==> src/rtl/register_file_bank_if.sv <==
// Write-port and dual read-port bundle for register_file_bank.
// Carries no state of its own; timing is defined by the attached register file.
// No backpressure: the master may present one write and two reads every cycle.
interface register_file_bank_if #(
    parameter int DATA_WIDTH = 16,
    parameter int REG_COUNT  = 8,
    parameter int ADDR_WIDTH = $clog2(REG_COUNT)
);
    logic                  write_enable;
    logic [ADDR_WIDTH-1:0] write_address;
    logic [DATA_WIDTH-1:0] write_data;
    logic [ADDR_WIDTH-1:0] read_address_a;
    logic [ADDR_WIDTH-1:0] read_address_b;
    logic [DATA_WIDTH-1:0] read_data_a;
    logic [DATA_WIDTH-1:0] read_data_b;
    logic [REG_COUNT-1:0]  written_mask;
    logic                  write_error;

    // Datapath side that issues write-back and operand reads.
    modport master (
        output write_enable, write_address, write_data,
        output read_address_a, read_address_b,
        input  read_data_a, read_data_b, written_mask, write_error
    );

    // Register file side.
    modport slave (
        input  write_enable, write_address, write_data,
        input  read_address_a, read_address_b,
        output read_data_a, read_data_b, written_mask, write_error
    );
endinterface

==> src/rtl/register_file_bank.sv <==
// General-purpose register file: one write port, two registered read ports, write-first forwarding.
// Read latency 1 cycle (forwarded or not); writes land at the sampling edge; write_error follows a bad write by one edge.
// Never stalls: one write and two reads are accepted every cycle, no backpressure.
module register_file_bank #(
    parameter int DATA_WIDTH = 16,
    parameter int REG_COUNT  = 8,
    parameter int ADDR_WIDTH = $clog2(REG_COUNT),
    parameter bit ZERO_REG   = 1'b0
) (
    input  logic                   wire_clock,
    input  logic                   wire_reset_n,
    register_file_bank_if.slave    bus
);
    localparam int ADDR_SPAN = 1 << ADDR_WIDTH;

    logic [DATA_WIDTH-1:0] regs_q [REG_COUNT];
    logic [REG_COUNT-1:0]  mask_q;
    logic [DATA_WIDTH-1:0] rd_a_q, rd_a_d;
    logic [DATA_WIDTH-1:0] rd_b_q, rd_b_d;
    logic                  err_q, err_d;

    logic wr_in_range;
    logic wr_to_zero;
    logic wr_accept;

    // Every address is legal when the count fills the whole address space.
    generate
        if (REG_COUNT >= ADDR_SPAN) begin : g_full_range
            assign wr_in_range = 1'b1;
        end else begin : g_partial_range
            assign wr_in_range = (bus.write_address < ADDR_WIDTH'(REG_COUNT));
        end
    endgenerate

    // Writes to the hard-wired zero register are dropped without raising an error.
    assign wr_to_zero = ZERO_REG && (bus.write_address == '0);
    assign wr_accept  = bus.write_enable && wr_in_range && !wr_to_zero;
    assign err_d      = bus.write_enable && !wr_in_range;

    // Read muxes: out-of-range addresses match no register and fall through to 0;
    // an accepted write to the same address wins over the stored value.
    always_comb begin
        rd_a_d = '0;
        rd_b_d = '0;
        for (int i = 0; i < REG_COUNT; i++) begin
            if (bus.read_address_a == ADDR_WIDTH'(i)) begin
                rd_a_d = regs_q[i];
            end
            if (bus.read_address_b == ADDR_WIDTH'(i)) begin
                rd_b_d = regs_q[i];
            end
        end
        if (wr_accept && (bus.read_address_a == bus.write_address)) begin
            rd_a_d = bus.write_data;
        end
        if (wr_accept && (bus.read_address_b == bus.write_address)) begin
            rd_b_d = bus.write_data;
        end
    end

    // Register array and written-since-reset mask; register 0 stays 0 under ZERO_REG
    // because accepted writes never target it.
    always_ff @(posedge wire_clock or negedge wire_reset_n) begin
        if (!wire_reset_n) begin
            for (int i = 0; i < REG_COUNT; i++) begin
                regs_q[i] <= '0;
            end
            mask_q <= '0;
        end else begin
            for (int i = 0; i < REG_COUNT; i++) begin
                if (wr_accept && (bus.write_address == ADDR_WIDTH'(i))) begin
                    regs_q[i] <= bus.write_data;
                    mask_q[i] <= 1'b1;
                end
            end
        end
    end

    // Registered read ports and the one-cycle error pulse.
    always_ff @(posedge wire_clock or negedge wire_reset_n) begin
        if (!wire_reset_n) begin
            rd_a_q <= '0;
            rd_b_q <= '0;
            err_q  <= 1'b0;
        end else begin
            rd_a_q <= rd_a_d;
            rd_b_q <= rd_b_d;
            err_q  <= err_d;
        end
    end

    assign bus.read_data_a  = rd_a_q;
    assign bus.read_data_b  = rd_b_q;
    assign bus.written_mask = mask_q;
    assign bus.write_error  = err_q;
endmodule

==> src/flat_wrapper.sv <==
// flat-port wrapper written by rule: the top's interface ports become plain ports
module register_file_bank_flat 
#(
    parameter int DATA_WIDTH = 16,
    parameter int REG_COUNT  = 8,
    parameter int ADDR_WIDTH = $clog2(REG_COUNT),
    parameter bit ZERO_REG   = 1'b0
)
  (wire_clock, wire_reset_n, bus_write_enable, bus_write_address, bus_write_data, bus_read_address_a, bus_read_address_b, bus_read_data_a, bus_read_data_b, bus_written_mask, bus_write_error);
  register_file_bank_if #(.DATA_WIDTH(DATA_WIDTH), .REG_COUNT(REG_COUNT), .ADDR_WIDTH(ADDR_WIDTH)) bus_i ();
  input  logic wire_clock;
  input  logic wire_reset_n;
  input wire logic [$bits(bus_i.write_enable)-1:0] bus_write_enable;
  input wire logic [$bits(bus_i.write_address)-1:0] bus_write_address;
  input wire logic [$bits(bus_i.write_data)-1:0] bus_write_data;
  input wire logic [$bits(bus_i.read_address_a)-1:0] bus_read_address_a;
  input wire logic [$bits(bus_i.read_address_b)-1:0] bus_read_address_b;
  output wire logic [$bits(bus_i.read_data_a)-1:0] bus_read_data_a;
  output wire logic [$bits(bus_i.read_data_b)-1:0] bus_read_data_b;
  output wire logic [$bits(bus_i.written_mask)-1:0] bus_written_mask;
  output wire logic [$bits(bus_i.write_error)-1:0] bus_write_error;
  assign bus_i.write_enable = bus_write_enable;
  assign bus_i.write_address = bus_write_address;
  assign bus_i.write_data = bus_write_data;
  assign bus_i.read_address_a = bus_read_address_a;
  assign bus_i.read_address_b = bus_read_address_b;
  assign bus_read_data_a = bus_i.read_data_a;
  assign bus_read_data_b = bus_i.read_data_b;
  assign bus_written_mask = bus_i.written_mask;
  assign bus_write_error = bus_i.write_error;
  register_file_bank #(.DATA_WIDTH(DATA_WIDTH), .REG_COUNT(REG_COUNT), .ADDR_WIDTH(ADDR_WIDTH), .ZERO_REG(ZERO_REG)) u_core (.wire_clock(wire_clock), .wire_reset_n(wire_reset_n), .bus(bus_i));
endmodule
==> config.mk <==
export PLATFORM = sky130hd
export DESIGN_NAME = register_file_bank_flat
export DESIGN_NICKNAME = d
export VERILOG_FILES = /design/src/rtl/register_file_bank_if.sv /design/src/rtl/register_file_bank.sv /design/src/flat_wrapper.sv
export SDC_FILE = /design/constraint.sdc
export NUM_CORES = 1
export LEC_CHECK = 0
export CAP_MARGIN = 20
export CORE_MARGIN = 1
export CORE_UTILIZATION = 40
export CTS_CLUSTER_DIAMETER = 200
export DETAILED_ROUTE_END_ITERATION = 10
export DONT_BUFFER_PORTS = 1
export PLACE_DENSITY_LB_ADDON = 0.08
export SYNTH_ARGS = -nofsm -noshare
export SYNTH_HDL_FRONTEND = slang
export SYNTH_SLANG_ARGS = --single-unit
==> constraint.sdc <==
create_clock -name wire_clock -period 1.5 [get_ports wire_clock]
set_clock_uncertainty 0.1 [all_clocks]
set_input_delay 0.3 -clock wire_clock [delete_from_list [all_inputs] [get_ports wire_clock]]
set_output_delay 0.3 -clock wire_clock [all_outputs]
set_load 0.02 [all_outputs]
-- After elaboration in Yosys (flattened, before gate mapping)
Index checks and enable logic that the tools add are counted.
- equal/unequal tests: 23
- reductions and logical operators: 13
- mux-type cells: 18
- operators with widths (cell ; number):
    $mux 16 ; 18
    $eq 3x3->1 const B ; 12
    $eq 3x2->1 const B ; 6
    $logic_and 1x1->1 ; 10
    $eq 3x1->1 const B ; 3
    $logic_not 3->1 ; 3
    $eq 3x3->1 ; 2
- register bits after elaboration: 168
- input port bits: 28
- output and inout port bits: 41
- word-level logic and storage cells: 72

-- Depth between registers and ports, before layout
Gate-level depths: netlist of the first run.
- depth after elaboration: 10
- gate-level depth with buffers: 7
- depth with buffers taken out: 4

-- Least setup slack after synthesis of the first run
No wires, ideal clock.
- kind: input to register
- from: in bus_write_address[2]
- to: reg u_core.regs_q[86] in the netlist's numbering
- setup time: 125 ps
- data required time: 1275 ps
- path buffers: 2
- arrival time: 1456 ps
- path slack: -181 ps
- cell stages on the path: 5
- cell sequence: buf_6 > nand2b_4 > nor3b_4 > buf_6 > mux2_2
- cells in the longest elaborated chain, start to end: 2
- RTL lines (element ; line ; source):
    start: declaration ; flat_wrapper.sv:14 ; input wire logic [$bits(bus_i.write_address)-1:0] bus_write_address;
    $eq 3x2->1 ; register_file_bank.sv:71 ; if (wr_accept && (bus.write_address == ADDR_WIDTH'(i))) begin
    $logic_and 1x1->1 ; register_file_bank.sv:71 ;
    end signal: indexed assignment ; register_file_bank.sv:72 ; regs_q[i] <= bus.write_data;
    end: declaration ; register_file_bank.sv:16 ; logic [DATA_WIDTH-1:0] regs_q [REG_COUNT];
No other way between the ends.
A chain may end at the register's enable or synchronous reset.

-- Final worst setup path of the first run
- from: reg u_core.regs_q[117] in the netlist's numbering
- to: reg u_core.rd_b_q[5], in the netlist u_core.bus.read_data_b[5]
- cells in the longest elaborated chain, start to end: 9
- RTL lines (element ; line ; source):
    $mux 16 (8 in series) ; register_file_bank.sv:49 ; if (bus.read_address_b == ADDR_WIDTH'(i)) begin
    $mux 16 ; register_file_bank.sv:56 ; if (wr_accept && (bus.read_address_b == bus.write_address)) begin
    net u_core.rd_b_d[5] ; register_file_bank.sv:19 ; logic [DATA_WIDTH-1:0] rd_b_q, rd_b_d;
    end signal: assignment ; register_file_bank.sv:87 ; rd_b_q <= rd_b_d;
    end: declaration ; register_file_bank.sv:19 ;
The timed path passes the listed nets, and every way through them passes these cells.

==> results of run 1 <==
## routing by layer
metal  routed length [um]  track usage  up-vias
met5                    0            0        -
met4                  420       0.0832        0
met3                  875       0.0446       22
met2                10400        0.331      131
met1                 9380        0.270     2718
li1                     -            -     2355
## synth_stat cells (all sizes together), types with 2 or more instances
master and n:
a22o 2, mux2i 41, a22oi 11, a41oi 2, nor3b 2, buf 57
nand3b 7, dfrtp 168, o211ai 2, nor2b 4, nand2 14, a21boi 2
nor2 33, nand2b 8, a221oi 2, mux4 43, a21oi 20, clkbuf 6
mux2 130, nand4 4, o21bai 2, or2 5, xnor2 6, o31ai 3
o2bb2ai 2, nor3 2, nand4b 5, inv 6, o21ai 32, o22ai 11
## flip-flops by register name (all words and copies together) (netlist names)
register / cells
u_core.regs_q: 128
u_core.bus.read_data_a: 16
u_core.bus.written_mask: 8
u_core.bus.read_data_b: 16
## per-stage QoR
step	setup slack, ns	hold WS (ns)	utilization	setup TNS [ns]	instance area (um2)
2_1_floorplan	-0.160	-0.0956	-	-4.43	8690
3_5_place_dp	0.0238	-0.0887	0.420	0	8850
4_1_cts	0.106	-0.553	0.458	0	9670
6_report	0.119	-0.532	0.459	0	9670
5_1_grt	0.0339	-0.558	0.459	0	9670
3_3_place_gp	0.0479	-0.0904	0.420	0	8850
## power groups by stage
stage                     clock network, mW  registers (mW)  logic [mW]
final                                  4.46            6.50        2.24
after global placement                    0            6.52        2.11
after global routing                   4.81            6.63        2.46
after detailed placement                  0            6.57        2.16
after CTS                              4.62            6.49        2.27
after floorplan                           0            6.34        2.04
## kinds of logic after synthesis
family                    count (synthesis)  share of synthesized area
muxes                                   214                      0.330
DFF                                     168                      0.487
AOI/OAI and AO/OA                        93                     0.0657
and+or+nand+nor                          86                     0.0605
buffers and inverters                    69                     0.0502
xor gates and xnor gates                  6                    0.00609
other                                     1                   0.000435
## area by class of cell
cell class | instances | area share
diodes | 1 | 0.000259
clock buffers | 20 | 0.0483
clock inverters | 12 | 0.0146
inverters | 6 | 0.00233
multi-input cells | 400 | 0.414
flip-flops and latches | 168 | 0.435
well taps | 275 | 0.0356
repair buffers | 39 | 0.0499
## layout by cell type, fill, tap and decap left out, types with 3 or more instances in the layout
cell type and count:
mux2i_1 41, clkbuf_16 17, o21ai_0 32, nand3b_1 7, nor2b_1 4, a22oi_1 11, nand4b_2 3, dfrtp_1 168
mux2_4 5, o31ai_1 3, o22ai_1 11, xnor2_1 6, or2_2 5, nand2b_1 7, dlygate4sd3_1 21, nand4_1 3
clkinv_4 5, clkbuf_8 3, mux2_2 125, a21oi_1 20, nor2_1 33, nand2_1 14, mux4_2 43, inv_1 5
buf_12 11, buf_4 7
## worst max-delay path by stage
stage                               from                         to  slack, ns  cells after the start
finish                u_core.regs_q[117]  u_core.bus.read_data_b[5]       0.12                      3
global route           u_core.regs_q[18]  u_core.bus.read_data_a[2]       0.03                      3
CTS                    u_core.regs_q[69]  u_core.bus.read_data_b[5]       0.11                      3
detailed placement  bus_write_address[2]          u_core.regs_q[95]       0.02                      4
global placement    bus_write_address[2]          u_core.regs_q[99]       0.05                      4
floorplan           bus_write_address[2]         u_core.regs_q[102]      -0.16                      5
==> metrics, run 1 <==
status=finished, violations left; failing checks=negative hold slack; CP required=1.69 ns; DR iter-0 viols=302; switching pwr=3.58 mW; Setup-failing EPs final=0; Int Pwr=9.63 mW; worst-case clock buffer depth=2; clock sinks=168; number of global-route vias before repair=5601; syn nets=665; Warnings, synthesis=0; cell taking the most area after synthesis=dfrtp_1; CTS-repair resized insts=0; CTS hold repair buffers=21; Comb pwr share=0.170; CTS clock-pin slew for the worst setup and hold paths=0.06 ns; Buf/Inv on CP=0; Die W=149 um; Setup Fix Bufs, Post-CTS=0; Routed Antenna Nets=0; Vert. Die Dim=149 um; antenna violations before repair=1; register area share after synthesis=0.487; r2r endpoint=u_core.bus.read_data_b[5]; GPL Wtd Cong=0.712; Core Area=0.0211 mm2; max incr delay on CP=0.47 ns; placed cells=867; number of port buffers=0; CTS tree=built; Synth async-reset ratio=1.00; R2R cell count=3; CP top delay family=multiplexers; worst reg2reg startpoint=u_core.regs_q[117]; #FFs+latches synth=168; PD cells=1370 mW/mm2; total congestion overflow=0; area delta synth->final=12.1%; RSZ-0062 raised after global routing=false; final worst path period need=1.38 ns; Flop pwr share=0.492; CP startpoint kind=flop; Clock Latency Late Sink=0.43 ns; setup slack, reg-to-reg=0.12 ns; Most used DFF post-synth=dfrtp_1; via count=5226; Tcrit/Tclk final=0.921; clk root buf=clkbuf_16; maximum clock frequency=724 MHz; final WL=21.1 mm; Cell Count, Final, Fillers Out=921; Hold Vio Cnt, Final=168; Slew Viols, Final=0; multi-input logic area=0.00401 mm2; leakage=3.98 nW; max-cap viol count=0; leading post-synthesis cells by cell area=dfrtp_1, mux2_2, mux4_2, mux2i_1, buf_4; Fin Hold WS=-0.532 ns; # IOs=69; crit-path max FO=3; slowest CP cell=mux4_2; unique cell type count in the Yosys netlist=42; All-Layer GR Usage=0.206; layout cell share with drive strength beyond 1=0.369; storage element area=0.00420 mm2; worst vdd ir=0.000560 V; Clock Power Share=0.338; CP arrival=1.57 ns; Hold WC Path Type=input pin to async pin; final net count=660; row count=53; cts bufs inserted=17; first-pass GRT wire length=33.1 mm; Starting Density=0.409; crit end category=flop; Filler cells=1903; largest net degree at the start of global routing=169; Via-to-Cell Ratio=5.67; Routed WL per cell=22.9 um; Net Sw Frac=0.271; total power=13.2 mW; Residual DRC=0; Synth top area share=0.487; htree depth=4; worst path cell trace=mux4_2, mux2i_1, a21oi_1; Avg Synthesized Cell Area=13.5 um2; WS Path Type=flop to flop; DP HPWL=11.9 mm; Cells after Synth=637; drt pass-1 iters=4; cell area after synthesis=0.00862 mm2; Post-synth EDFFs=0; Die Area=0.0222 mm2
Note: power is estimated with default switching activity, not from simulation.
==> run 2: changes to the inputs <==
--- a/config.mk
+++ b/config.mk
@@ -12,6 +12,7 @@
 export DETAILED_ROUTE_END_ITERATION = 10
 export DONT_BUFFER_PORTS = 1
 export PLACE_DENSITY_LB_ADDON = 0.08
+export SKIP_LAST_GASP = 1
 export SYNTH_ARGS = -nofsm -noshare
 export SYNTH_HDL_FRONTEND = slang
 export SYNTH_SLANG_ARGS = --single-unit
==> results of run 2 <==
No change in the layout: final DEF, timing and power equal those of run 1.
